[src/rtl/bram_pio_reader.sv]
`default_nettype none
// +--------------------------------------------------------------------------+
// | Module  : bram_pio_reader                                                |
// | Brief   : Reads a programmed range of the ADC capture RAM and emits it   |
// |           word by word on a PIO write port with ready backpressure.      |
// |           Optional running checksum: BRAM_PIO_READER_CHECKSUM_EN.        |
// | Revision: 1.0 - initial release                                          |
// +--------------------------------------------------------------------------+
module bram_pio_reader #(
  parameter int ADDR_W     = 14,
  parameter int DATA_W     = 64,
  parameter int RD_LATENCY = 2
) (
  input  logic                  i_clk,
  input  logic                  i_reset,
  input  logic                  i_start,
  input  logic [ADDR_W-1:0]     i_base_addr,
  input  logic [ADDR_W:0]       i_word_count,
  output logic [ADDR_W-1:0]     o_rd_addr,
  input  logic [DATA_W-1:0]     i_rd_q,
  output logic [ADDR_W-1:0]     o_wr_addr,
  output logic [DATA_W-1:0]     o_wr_data,
  output logic [DATA_W/8-1:0]   o_wr_byteen,
  output logic                  o_wr_en,
  input  logic                  i_wr_ready,
  output logic                  o_busy,
  output logic                  o_done
`ifdef BRAM_PIO_READER_CHECKSUM_EN
  ,
  output logic [DATA_W-1:0]     o_checksum
`endif
);

  localparam logic [2:0] c_IDLE  = 3'd0;
  localparam logic [2:0] c_ISSUE = 3'd1;
  localparam logic [2:0] c_WAIT  = 3'd2;
  localparam logic [2:0] c_WRITE = 3'd3;
  localparam logic [2:0] c_FIN   = 3'd4;

  localparam logic [2:0]      c_LAT_LOAD = 3'(RD_LATENCY - 1);
  localparam logic [ADDR_W:0] c_CNT_ONE  = (ADDR_W+1)'(1);
  localparam logic [ADDR_W:0] c_CNT_ZERO = '0;

  logic [2:0]        r_state;
  logic [2:0]        w_next_state;
  logic [ADDR_W-1:0] r_rd_ptr;
  logic [ADDR_W-1:0] r_wr_ptr;
  logic [ADDR_W:0]   r_remain;
  logic [2:0]        r_lat;
  logic [DATA_W-1:0] r_data;
  logic              w_accept;
  logic              w_first_issue;

  assign w_accept      = (r_state == c_WRITE) && i_wr_ready;
  assign w_first_issue = (r_state == c_IDLE) && i_start && (i_word_count != c_CNT_ZERO);

  // State register
  always_ff @(posedge i_clk) begin
    if (i_reset) begin
      r_state <= c_IDLE;
    end else begin
      r_state <= w_next_state;
    end
  end

  // Next-state logic. The first read is presented straight from IDLE so a
  // nonzero start skips ISSUE; ISSUE with nothing left routes to FIN.
  always_comb begin
    w_next_state = r_state;
    case (r_state)
      c_IDLE: begin
        if (i_start) begin
          w_next_state = (i_word_count == c_CNT_ZERO) ? c_ISSUE : c_WAIT;
        end
      end
      c_ISSUE: begin
        w_next_state = (r_remain == c_CNT_ZERO) ? c_FIN : c_WAIT;
      end
      c_WAIT: begin
        if (r_lat == 3'd0) begin
          w_next_state = c_WRITE;
        end
      end
      c_WRITE: begin
        if (i_wr_ready) begin
          w_next_state = (r_remain == c_CNT_ONE) ? c_FIN : c_ISSUE;
        end
      end
      c_FIN: begin
        w_next_state = c_IDLE;
      end
      default: begin
        w_next_state = c_IDLE;
      end
    endcase
  end

  // Datapath: pointers, remaining count, latency counter and data capture
  always_ff @(posedge i_clk) begin
    if (i_reset) begin
      r_rd_ptr <= '0;
      r_wr_ptr <= '0;
      r_remain <= '0;
      r_lat    <= '0;
      r_data   <= '0;
    end else begin
      case (r_state)
        c_IDLE: begin
          if (i_start) begin
            r_rd_ptr <= i_base_addr;
            r_wr_ptr <= '0;
            r_remain <= i_word_count;
            r_lat    <= c_LAT_LOAD;
          end
        end
        c_ISSUE: begin
          r_lat <= c_LAT_LOAD;
        end
        c_WAIT: begin
          if (r_lat == 3'd0) begin
            r_data <= i_rd_q;
          end else begin
            r_lat <= r_lat - 3'd1;
          end
        end
        c_WRITE: begin
          if (w_accept) begin
            r_rd_ptr <= r_rd_ptr + 1'b1;
            r_wr_ptr <= r_wr_ptr + 1'b1;
            r_remain <= r_remain - c_CNT_ONE;
          end
        end
        default: begin
        end
      endcase
    end
  end

`ifdef BRAM_PIO_READER_CHECKSUM_EN
  logic [DATA_W-1:0] r_checksum;

  always_ff @(posedge i_clk) begin
    if (i_reset) begin
      r_checksum <= '0;
    end else if ((r_state == c_IDLE) && i_start) begin
      r_checksum <= '0;
    end else if (w_accept) begin
      r_checksum <= r_checksum + r_data;
    end
  end

  assign o_checksum = r_checksum;
`endif

  // Output decode
  always_comb begin
    o_rd_addr   = '0;
    o_wr_addr   = '0;
    o_wr_data   = '0;
    o_wr_byteen = '0;
    o_wr_en     = 1'b0;
    o_busy      = 1'b0;
    o_done      = 1'b0;
    case (r_state)
      c_IDLE: begin
        if (w_first_issue && !i_reset) begin
          o_rd_addr = i_base_addr;
        end
      end
      c_ISSUE, c_WAIT: begin
        o_rd_addr = r_rd_ptr;
        o_busy    = 1'b1;
      end
      c_WRITE: begin
        o_rd_addr   = r_rd_ptr;
        o_busy      = 1'b1;
        o_wr_en     = 1'b1;
        o_wr_addr   = r_wr_ptr;
        o_wr_data   = r_data;
        o_wr_byteen = '1;
      end
      c_FIN: begin
        o_done = 1'b1;
      end
      default: begin
      end
    endcase
  end

endmodule
`default_nettype wire

[config.mk]
export PLATFORM = sky130hd
export DESIGN_NAME = bram_pio_reader
export DESIGN_NICKNAME = d
export VERILOG_FILES = /design/src/rtl/bram_pio_reader.sv
export SDC_FILE = /design/constraint.sdc
export NUM_CORES = 1
export LEC_CHECK = 0
export CORE_ASPECT_RATIO = 1.25
export CORE_MARGIN = 2
export CORE_UTILIZATION = 41
export DETAILED_ROUTE_END_ITERATION = 8
export GPL_TIMING_DRIVEN = 0
export HOLD_SLACK_MARGIN = 0.06
export PLACE_DENSITY = 0.76
export REMOVE_ABC_BUFFERS = 1
export SETUP_SLACK_MARGIN = 0.2
export SLEW_MARGIN = 5
export SYNTH_ARGS = -nofsm -noshare
export SYNTH_HDL_FRONTEND = slang
export SYNTH_SLANG_ARGS = --single-unit
[constraint.sdc]
create_clock -name i_clk -period 2.13 [get_ports i_clk]
set_clock_uncertainty 0.15 [all_clocks]
set_input_delay 0.426 -clock i_clk [delete_from_list [all_inputs] [get_ports i_clk]]
set_output_delay 0.426 -clock i_clk [all_outputs]
set_load 0.02 [all_outputs]
==> results of run 1 <==
layout make-up:
type	count	area, um2	share of cell area
timing repair buffer	327	3850	0.3418
timing repair inverter	5	108.9	0.009666
sequential	113	2278	0.2023
clock inverter	13	162.7	0.01444
multi-input combinational	568	4139	0.3675
tap	175	219.0	0.01944
inverter	13	61.31	0.005444
clock buffer	19	442.9	0.03933
worst paths after layout:
check / start / end / cells after the start
setup reg to reg: r_state[0] / r_data[21] / 10
hold / removal: i_word_count[12] / r_remain[12] / 3
setup / recovery: r_state[0] / o_rd_addr[8] / 6
hold reg to reg: r_data[8] / r_data[8] / 2
cells in the final DEF (no fill, tap or decap), drive strengths merged, types with 4 or more instances in the layout:
master         netlist  routed
a211oi               5       5
a21oi               97      97
a22o                14      14
a22oi                4       4
a31oi                4       4
a41oi                4       4
and2                79      79
and3                 4       4
buf                 27     224
clkbuf              35      27
clkdlybuf4s50        0      79
clkinv               1      13
dfxtp              113     113
dlygate4sd2          0       7
dlymetal6s2s         0       8
ha                   7       7
inv                 12      12
nand2              160     161
nand2b               8      10
nand3               10      10
nand4                8       8
nor2                27      29
nor3                11      11
nor3b                5       5
nor4                12      12
o2111ai              4       4
o211ai               5       5
o21ai               20      20
o31a                 4       4
or3                  8       8
or4                  4       4
xnor2                6       6
sequential cells by signal, indices dropped and copies added, names as in the netlist:
name	cells
r_data	64
r_remain	15
r_rd_ptr	14
r_wr_ptr	14
r_lat	3
r_state	3
through the flow:
stage	total power [mW]	std cells	worst slack, ns	TNS (ns)
floorplan	2.987	687	-2.476	-282.95
global placement	3.463	1061	-4.382	-610.62
detailed placement	3.515	1066	-2.019	-252.63
CTS	6.807	1182	-0.5411	-31.85
global route	7.651	1233	-0.5978	-50.39
finish	7.446	1233	-0.5536	-41.45
what timing repair did:
item	4_1_cts	5_1_grt
setup endpoints to repair	212	200
setup buffers	68	36
pin swaps	34	54
resized for setup	754	225
cloned	16	15
worst reg2reg max path: stages (launching register included):
cell                      delay [ns]
sky130_fd_sc_hd__dfxtp_4        0.35
sky130_fd_sc_hd__buf_4          0.14
sky130_fd_sc_hd__buf_4          0.13
sky130_fd_sc_hd__buf_6          0.13
sky130_fd_sc_hd__or3b_4         0.44
sky130_fd_sc_hd__buf_6          0.14
sky130_fd_sc_hd__buf_4          0.13
sky130_fd_sc_hd__nor2_4         0.12
sky130_fd_sc_hd__buf_6          0.17
sky130_fd_sc_hd__nand2_1        0.10
sky130_fd_sc_hd__a21oi_1        0.16
power groups by stage:
stage	Clock, mW	Combinational (mW)	Sequential [mW]
finish	2.99	2.01	2.45
global route	3.09	2.10	2.45
CTS	2.95	1.46	2.40
detailed placement	0	1.07	2.45
global placement	0	1.02	2.44
floorplan	0	0.577	2.41
cell families after synthesis:
family / Yosys count
mux: 3
xor+xnor: 9
flops: 113
buf+inv: 75
fa+ha+maj: 7
compound gates: 187
simple gates: 355
routing by layer:
layer	part of all wire	global-route usage	vias up	wire (um)
li1	-	-	3219	-
met1	0.34	0.3196	3566	9822
met2	0.50	0.4823	530	14670
met3	0.10	0.1014	142	3015
met4	0.057	0.1521	0	1663
met5	0	0	-	0
==> impl_results.html, run 1 <==
<table>
<tr><th>Metric</th><th>Value</th></tr>
<tr><th colspan="2">Clock network</th></tr>
<tr><td>Clock Latency Late Sink</td><td>between 0.4 and 0.5 ns</td></tr>
<tr><td>Longest Clk Path Bufs</td><td>2</td></tr>
<tr><td>Clock slew at reported path FFs</td><td>approximately 0.060 ns</td></tr>
<tr><td>Clock root buffer</td><td>sky130_fd_sc_hd__clkbuf_16</td></tr>
<tr><td>Number of sinks handled by clock tree synthesis</td><td>around 110</td></tr>
<tr><td>Number of hold buffers added after cts</td><td>0</td></tr>
<tr><td>CTS HTree Levels</td><td>4</td></tr>
<tr><td>TritonCTS buffer count</td><td>17</td></tr>
<tr><td>TritonCTS clock tree</td><td>done</td></tr>
<tr><th colspan="2">Floorplan</th></tr>
<tr><td>Site Rows</td><td>48</td></tr>
<tr><td>Effective utilization at floorplan</td><td>0.4201</td></tr>
<tr><td>Width of the die</td><td>110.4 um</td></tr>
<tr><td>Die height</td><td>137.0 um</td></tr>
<tr><td>I/O Pins</td><td>200</td></tr>
<tr><td>Die Outline Area</td><td>between 15000 and 20000 um2</td></tr>
<tr><td>Core Footprint</td><td>13810 um2</td></tr>
<tr><th colspan="2">Timing</th></tr>
<tr><td>Final Worst Setup Slack</td><td>-0.5536 ns</td></tr>
<tr><td>Relative max-transition margin</td><td>0.4819</td></tr>
<tr><td>Slew Viols, Final</td><td>0</td></tr>
<tr><td>Hold Fails Final Rpt</td><td>0</td></tr>
<tr><td>Final worst-path cycle share</td><td>1.260</td></tr>
<tr><td>Minimum clock period after layout</td><td>2.684 ns</td></tr>
<tr><td>RSZ-0062 raised after global routing</td><td>true</td></tr>
<tr><td>Hold_ws</td><td>approximately 0.21 ns</td></tr>
<tr><td>Endpoints failing setup</td><td>~170</td></tr>
<tr><td>Peak clock frequency supported by timing</td><td>372.6 MHz</td></tr>
<tr><td>Slew at the pin with the worst max-slew slack</td><td>0.7756 ns</td></tr>
<tr><th colspan="2">Detailed routing</th></tr>
<tr><td>Detailed router's first-iteration violation count</td><td>687</td></tr>
<tr><td>Mean number of vias per cell</td><td>between 6 and 7</td></tr>
<tr><td>Remaining design rule violation count</td><td>0</td></tr>
<tr><td>Routed wirelength normalized by instance count</td><td>~24 um</td></tr>
<tr><td>Final Routed Wirelength</td><td>between 20000 and 30000 um</td></tr>
<tr><td>Vias</td><td>7457</td></tr>
<tr><td>DRT Pass-1 Iters</td><td>8</td></tr>
<tr><td>Antenna Violating Nets Remaining</td><td>0</td></tr>
<tr><th colspan="2">Cells and area</th></tr>
<tr><td>Growth of design area from synthesis to finish</td><td>94.07%</td></tr>
<tr><td>Post-Route Utilization</td><td>0.8153</td></tr>
<tr><td>Post-layout net count</td><td>1149</td></tr>
<tr><td>Final cell area excluding filler cells</td><td>11260 um2</td></tr>
<tr><td>Fraction of final layout cells with drive strength greater than 1</td><td>0.4669</td></tr>
<tr><td>Antenna diode instance count</td><td>0</td></tr>
<tr><td>Number of fill cells in the layout</td><td>755</td></tr>
<tr><th colspan="2">Global routing</th></tr>
<tr><td>Antenna violations before repair</td><td>0</td></tr>
<tr><td>First-pass GRT wire length</td><td>roughly 35000 um</td></tr>
<tr><td>Total grt overflow</td><td>0</td></tr>
<tr><td>Via count of the first global-routing pass</td><td>between 6000 and 7000</td></tr>
<tr><td>Overall track demand over capacity in global routing</td><td>0.2863</td></tr>
<tr><td>Largest net degree at the start of global routing</td><td>81</td></tr>
<tr><th colspan="2">Setup path</th></tr>
<tr><td>Number of buffers and inverters on the critical path</td><td>3</td></tr>
<tr><td>Standard cell with the maximum stage delay on the critical path</td><td>sky130_fd_sc_hd__or4b_4</td></tr>
<tr><td>Sort of element at the start of the critical path</td><td>register</td></tr>
<tr><td>Largest fanout on the critical path</td><td>7</td></tr>
<tr><td>Capturing element type of the critical path</td><td>output port</td></tr>
<tr><td>CP required</td><td>between 1.5 and 2 ns</td></tr>
<tr><td>Cell occurring most often along the worst timing path</td><td>sky130_fd_sc_hd__buf_6</td></tr>
<tr><td>Crit-path max cell delay</td><td>between 0.5 and 0.6 ns</td></tr>
<tr><td>Critical Path AT</td><td>~2.1 ns</td></tr>
<tr><td>Slack of the worst reg-to-reg path</td><td>-0.11 ns</td></tr>
<tr><td>Ordered cell list for the critical path</td><td>or4b_4, nor3_4, buf_6, buf_16, a22o_1, buf_6</td></tr>
<tr><td>Setup CP Type</td><td>register to output port</td></tr>
<tr><td>Worst path top cell family by delay</td><td>simple AND/OR/NAND/NOR gates</td></tr>
<tr><th colspan="2">Power</th></tr>
<tr><td>Cell internal pwr</td><td>between 5 and 6 mW</td></tr>
<tr><td>Max rail drop VDD</td><td>between 0.6 and 0.7 mV</td></tr>
<tr><td>Total net switching power</td><td>2.320 mW</td></tr>
<tr><td>Pwr dens</td><td>661.2 nW/um2</td></tr>
<tr><td>Part of the power in combinational logic</td><td>0.270</td></tr>
<tr><td>Net Sw Frac</td><td>0.3116</td></tr>
<tr><td>Proportion of power drawn by flip-flops and latches</td><td>0.329</td></tr>
<tr><td>Power share of the clock group</td><td>0.401</td></tr>
<tr><td>Leakage dissipation</td><td>4.551 nW</td></tr>
<tr><th colspan="2">Synth</th></tr>
<tr><td>Dominant combinational cell family by area after synthesis</td><td>simple AND/OR/NAND/NOR gates</td></tr>
<tr><td>Post-synthesis sequential area ratio</td><td>0.3898</td></tr>
<tr><td>Area share of the largest cell type after synthesis</td><td>0.3898</td></tr>
<tr><td>Syn avg cell area</td><td>7.748 um2</td></tr>
<tr><td>Post-synthesis instance total</td><td>~750</td></tr>
<tr><td>Number of different library cells in the post-synthesis netlist</td><td>64</td></tr>
<tr><td>Register bit count reported by yosys</td><td>roughly 110</td></tr>
<tr><td>Count leader, synth</td><td>sky130_fd_sc_hd__nand2_1</td></tr>
<tr><td>Yosys Warn Count</td><td>0</td></tr>
<tr><td>Total standard cell area after synthesis</td><td>around 5800 um2</td></tr>
<tr><td>Dominant register cell in the synthesized netlist</td><td>sky130_fd_sc_hd__dfxtp_1</td></tr>
<tr><td>Multiplexer area fraction after synthesis</td><td>0.005821</td></tr>
<tr><td>Basic-gate share of the synthesized area counting and, or, nand and nor cells</td><td>0.3100</td></tr>
<tr><td>Synth area leader</td><td>sky130_fd_sc_hd__dfxtp_1</td></tr>
<tr><td>Count of flip-flops with a built-in enable after synthesis</td><td>0</td></tr>
<tr><td>Biggest area contributors in the synthesized netlist</td><td>sky130_fd_sc_hd__dfxtp_1, sky130_fd_sc_hd__nand2_1, sky130_fd_sc_hd__and2_1</td></tr>
<tr><td>Compound-cell area share of the yosys netlist</td><td>0.2068</td></tr>
<tr><td>Adder-Cell Fraction of Synth Area</td><td>0.01509</td></tr>
<tr><td>Post-Synth XOR/XNOR Area</td><td>0.01358</td></tr>
<tr><td>Async set-reset flop share out of synthesis</td><td>0</td></tr>
<tr><td>Most common library cells after synthesis</td><td>sky130_fd_sc_hd__nand2_1, sky130_fd_sc_hd__dfxtp_1, sky130_fd_sc_hd__a21oi_1</td></tr>
<tr><th colspan="2">Status</th></tr>
<tr><td>Outcome</td><td>complete, but fails checks</td></tr>
<tr><td>Violations in the final reports</td><td>negative setup slack</td></tr>
<tr><th colspan="2">Flow run</th></tr>
<tr><td>Max_cap viols</td><td>0</td></tr>
<tr><th colspan="2">Place</th></tr>
<tr><td>Routability congestion estimate from global placement</td><td>about 0.86</td></tr>
<tr><td>Instance area at placement</td><td>7851 um2</td></tr>
<tr><td>Input/output buffers</td><td>about 200</td></tr>
<tr><td>Dpl hpwl</td><td>11460 um</td></tr>
<tr><th colspan="2">Hold path</th></tr>
<tr><td>Hold/Removal Path Class</td><td>input pin to register</td></tr>
</table>
Power figures use the tool's default switching activity.
==> inputs of run 2 (changes only) <==
--- a/config.mk
+++ b/config.mk
@@ -7,11 +7,11 @@
 export LEC_CHECK = 0
 export CORE_ASPECT_RATIO = 1.25
 export CORE_MARGIN = 2
-export CORE_UTILIZATION = 41
+export CORE_UTILIZATION = 46
 export DETAILED_ROUTE_END_ITERATION = 8
 export GPL_TIMING_DRIVEN = 0
 export HOLD_SLACK_MARGIN = 0.06
-export PLACE_DENSITY = 0.76
+export PLACE_DENSITY = 0.81
 export REMOVE_ABC_BUFFERS = 1
 export SETUP_SLACK_MARGIN = 0.2
 export SLEW_MARGIN = 5
==> constraint.sdc (replaced) <==
create_clock -name i_clk -period 2.8 [get_ports i_clk]
set_clock_uncertainty 0.15 [all_clocks]
set_input_delay 0.56 -clock i_clk [delete_from_list [all_inputs] [get_ports i_clk]]
set_output_delay 0.56 -clock i_clk [all_outputs]
set_load 0.02 [all_outputs]
==> run 2 against run 1 <==
The run now ends clean. Critical endpoint is now o_rd_addr[12]. Routed wire length is 33% lower. Clock power fell by 29%. Setup slack gained 0.61 ns. Highest routed layer unchanged. Total power down 35%.
==> impl_results.html, run 2 (synthesized netlist as in run 1, its figures left out) <==
<table>
<tr><th>Metric</th><th>Value</th></tr>
<tr><th colspan="2">Detailed routing</th></tr>
<tr><td>Routed wirelength normalized by instance count</td><td>17.30 um (-27%)</td></tr>
<tr><td>Vias</td><td>6303 (-15%)</td></tr>
<tr><td>Mean number of vias per cell</td><td>5.618 (-7.1%)</td></tr>
<tr><td>Antenna Violating Nets Remaining</td><td>0 (unchanged)</td></tr>
<tr><td>Final Routed Wirelength</td><td>19420 um (-33%)</td></tr>
<tr><td>DRT Pass-1 Iters</td><td>5 (-3)</td></tr>
<tr><td>Detailed router's first-iteration violation count</td><td>378 (-45%)</td></tr>
<tr><td>Remaining design rule violation count</td><td>0 (unchanged)</td></tr>
<tr><th colspan="2">Power</th></tr>
<tr><td>Pwr dens</td><td>560.8 nW/um2 (-15%)</td></tr>
<tr><td>Leakage dissipation</td><td>3.455 nW (-24%)</td></tr>
<tr><td>Total net switching power</td><td>1.336 mW (-42%)</td></tr>
<tr><td>Cell internal pwr</td><td>3.511 mW (-32%)</td></tr>
<tr><td>Power share of the clock group</td><td>0.436 (+0.035)</td></tr>
<tr><td>Power after layout</td><td>4.847 mW (-35%)</td></tr>
<tr><td>Part of the power in combinational logic</td><td>0.188 (-0.082)</td></tr>
<tr><td>Max rail drop VDD</td><td>0.3770 mV (-45%)</td></tr>
<tr><td>Net Sw Frac</td><td>0.2756 (-0.03603)</td></tr>
<tr><td>Proportion of power drawn by flip-flops and latches</td><td>0.376 (+0.047)</td></tr>
<tr><th colspan="2">Global routing</th></tr>
<tr><td>Total grt overflow</td><td>0 (unchanged)</td></tr>
<tr><td>Overall track demand over capacity in global routing</td><td>0.2877 (+0.001353)</td></tr>
<tr><td>Antenna violations before repair</td><td>0 (unchanged)</td></tr>
<tr><td>Via count of the first global-routing pass</td><td>6174 (-6.6%)</td></tr>
<tr><td>First-pass GRT wire length</td><td>31020 um (-10%)</td></tr>
<tr><td>Largest net degree at the start of global routing</td><td>62 (-23%)</td></tr>
<tr><th colspan="2">Hold path</th></tr>
<tr><td>Worst hold path depth</td><td>3 (unchanged)</td></tr>
<tr><td>Hold/Removal Path Class</td><td>input pin to register</td></tr>
<tr><td>Endpoint with the worst hold slack</td><td>r_remain[3]</td></tr>
<tr><td>Hold path startpoint</td><td>i_word_count[3]</td></tr>
<tr><th colspan="2">Floorplan</th></tr>
<tr><td>Site Rows</td><td>45 (-6.3%)</td></tr>
<tr><td>Width of the die</td><td>104.5 um (-5.4%)</td></tr>
<tr><td>I/O Pins</td><td>200 (unchanged)</td></tr>
<tr><td>Die height</td><td>129.6 um (-5.4%)</td></tr>
<tr><td>Effective utilization at floorplan</td><td>0.4750 (+0.05485)</td></tr>
<tr><td>Die Outline Area</td><td>13540 um2 (-11%)</td></tr>
<tr><td>Core Footprint</td><td>12220 um2 (-12%)</td></tr>
<tr><th colspan="2">Cells and area</th></tr>
<tr><td>Filler-free cell count of the finished design</td><td>1122 (-9.0%)</td></tr>
<tr><td>Antenna diode instance count</td><td>0 (unchanged)</td></tr>
<tr><td>Biggest register</td><td>r_data</td></tr>
<tr><td>Largest regs</td><td>r_data (64), r_remain (15)</td></tr>
<tr><td>Post-layout net count</td><td>1050 (-8.6%)</td></tr>
<tr><td>Most frequent cells in the layout</td><td>sky130_fd_sc_hd__nand2_1, sky130_fd_sc_hd__dfxtp_1, sky130_fd_sc_hd__a21oi_1</td></tr>
<tr><td>Growth of design area from synthesis to finish</td><td>48.92%</td></tr>
<tr><td>Fraction of final layout cells with drive strength greater than 1</td><td>0.1618 (-0.3051)</td></tr>
<tr><td>Number of fill cells in the layout</td><td>1020 (+35%)</td></tr>
<tr><td>Largest register FFs</td><td>64 (unchanged)</td></tr>
<tr><td>Most common cell after layout, fill and taps aside</td><td>sky130_fd_sc_hd__nand2_1</td></tr>
<tr><th colspan="2">Timing</th></tr>
<tr><td>Accumulated negative setup slack</td><td>0 ns (+41.45 ns)</td></tr>
<tr><td>Endpoints failing setup</td><td>0 (-100%)</td></tr>
<tr><td>Final worst-path cycle share</td><td>0.9797</td></tr>
<tr><td>Slew at the pin with the worst max-slew slack</td><td>0.7018 ns (-0.07382 ns)</td></tr>
<tr><td>Slew Viols, Final</td><td>0 (unchanged)</td></tr>
<tr><td>RSZ-0062 raised after global routing</td><td>true</td></tr>
<tr><td>Minimum clock period after layout</td><td>around 2.7 ns</td></tr>
<tr><td>Peak clock frequency supported by timing</td><td>about 360 MHz</td></tr>
<tr><td>Hold Fails Final Rpt</td><td>0 (unchanged)</td></tr>
<tr><td>Final Worst Setup Slack</td><td>0.05697 ns (+0.6106 ns)</td></tr>
<tr><td>Relative max-transition margin</td><td>0.5318 (+0.04992)</td></tr>
<tr><th colspan="2">Clock network</th></tr>
<tr><td>Clock root buffer</td><td>sky130_fd_sc_hd__clkbuf_16</td></tr>
<tr><td>Clock slew at reported path FFs</td><td>0.06 ns (about the same)</td></tr>
<tr><td>Number of hold buffers added after cts</td><td>0 (unchanged)</td></tr>
<tr><td>TritonCTS buffer count</td><td>17 (unchanged)</td></tr>
<tr><td>CTS HTree Levels</td><td>4 (unchanged)</td></tr>
<tr><td>TritonCTS clock tree</td><td>done</td></tr>
<tr><td>Longest Clk Path Bufs</td><td>2 (unchanged)</td></tr>
<tr><td>Clock Latency Late Sink</td><td>0.41 ns (-0.02 ns)</td></tr>
<tr><td>Number of sinks handled by clock tree synthesis</td><td>113 (unchanged)</td></tr>
<tr><th colspan="2">Place</th></tr>
<tr><td>Dpl hpwl</td><td>11700 um (+2.1%)</td></tr>
<tr><td>Routability congestion estimate from global placement</td><td>0.8940 (+4.5%)</td></tr>
<tr><td>Number of cells after detailed placement</td><td>1055 (-1.0%)</td></tr>
<tr><td>Input/output buffers</td><td>199 (unchanged)</td></tr>
<tr><td>Pre-CTS WS</td><td>-1.459 ns (+0.5604 ns)</td></tr>
<tr><th colspan="2">Setup path</th></tr>
<tr><td>Sort of element at the start of the critical path</td><td>register</td></tr>
<tr><td>Largest fanout on the critical path</td><td>7 (unchanged)</td></tr>
<tr><td>Worst r2r src</td><td>r_state[1]</td></tr>
<tr><td>Ordered cell list for the critical path</td><td>or4b_4, nor3_4, buf_6, buf_12, a22o_1, buf_6</td></tr>
<tr><td>Cell occurring most often along the worst timing path</td><td>sky130_fd_sc_hd__buf_6</td></tr>
<tr><td>Capturing element type of the critical path</td><td>output port</td></tr>
<tr><td>Endpoint of the worst-slack reg-to-reg timing path</td><td>r_remain[11]</td></tr>
<tr><td>Setup CP Type</td><td>register to output port</td></tr>
<tr><td>Standard cell with the maximum stage delay on the critical path</td><td>sky130_fd_sc_hd__or4b_4</td></tr>
<tr><td>Cells on worst reg2reg path</td><td>7 (-3)</td></tr>
<tr><td>Critical Path AT</td><td>2.03 ns (-0.08 ns)</td></tr>
<tr><td>CP required</td><td>2.09 ns (+0.54 ns)</td></tr>
<tr><td>Crit-path max cell delay</td><td>0.58 ns (about the same)</td></tr>
<tr><td>Slack of the worst reg-to-reg path</td><td>0.35 ns (+0.46 ns)</td></tr>
<tr><th colspan="2">Flow run</th></tr>
<tr><td>Max_cap viols</td><td>0 (unchanged)</td></tr>
<tr><th colspan="2">Status</th></tr>
<tr><td>Outcome</td><td>completed</td></tr>
</table>
==> run 2: worst max-delay path: cells and delay by family (launching register included) <==
family,cells,cell delay [ns]
AO/OA/AOI/OAI,1,0.16
buffers and inverters,3,0.39
flip-flops,1,0.36
AND/OR/NAND/NOR,2,0.72
==> run 2: how the worst max path moves through the flow <==
stage / start / endpoint / slack, ns / cells after the start
floorplan: r_state[2] / o_wr_addr[0] / -1.94 / 3
global placement: i_reset / o_rd_addr[12] / -3.85 / 4
detailed placement: r_state[1] / o_wr_data[42] / -1.46 / 5
CTS: r_state[1] / o_rd_addr[12] / 0.01 / 6
global route: r_state[2] / o_rd_addr[12] / 0.02 / 6
finish: r_state[2] / o_rd_addr[12] / 0.06 / 6
==> run 2: final cells by class <==
type	instances	area (um2)	area share
clock buffers	21	470.5	0.05444
clock inverters	10	110.1	0.01274
inverters	13	61.31	0.007094
multi-input cells	563	3291	0.3808
flip-flops and latches	113	2273	0.2631
well taps	164	205.2	0.02374
repair buffers	237	2215	0.2563
repair inverters	1	16.27	0.001882
==> run 2: stage by stage <==
stage	area, um2	util	hold slack (ns)
global route	8642	0.7073	0.3187
floorplan	5510	-	0.2757
CTS	8771	0.7179	0.2991
global placement	7707	0.6308	0.2871
finish	8642	0.7073	0.2965
detailed placement	7830	0.6409	0.2918
==> run 2: power groups by stage <==
stage          Clock, mW  Sequential, mW  Combinational [mW]
4_1_cts             2.13            1.82               0.889
2_1_floorplan          0            1.83               0.439
3_5_place_dp           0            1.86               0.803
5_1_grt             2.21            1.84               0.990
6_report            2.11            1.82               0.911
3_3_place_gp           0            1.86               0.770
==> run 2: layer usage <==
| metal | GRT usage | up-vias | part of all wire |
|---|---|---|---|
| met4 | 0.1351 | 0 | 0.035 |
| li1 | - | 3008 | - |
| met3 | 0.1207 | 67 | 0.12 |
| met1 | 0.3069 | 2881 | 0.37 |
| met2 | 0.4963 | 347 | 0.48 |
| met5 | 0 | - | 0 |
==> run 2: repair_timing <==
action	CTS	global route
resized for setup	276	86
setup endpoints to repair	171	84
setup buffers	25	5
pin swaps	13	9
gates cloned	6	0
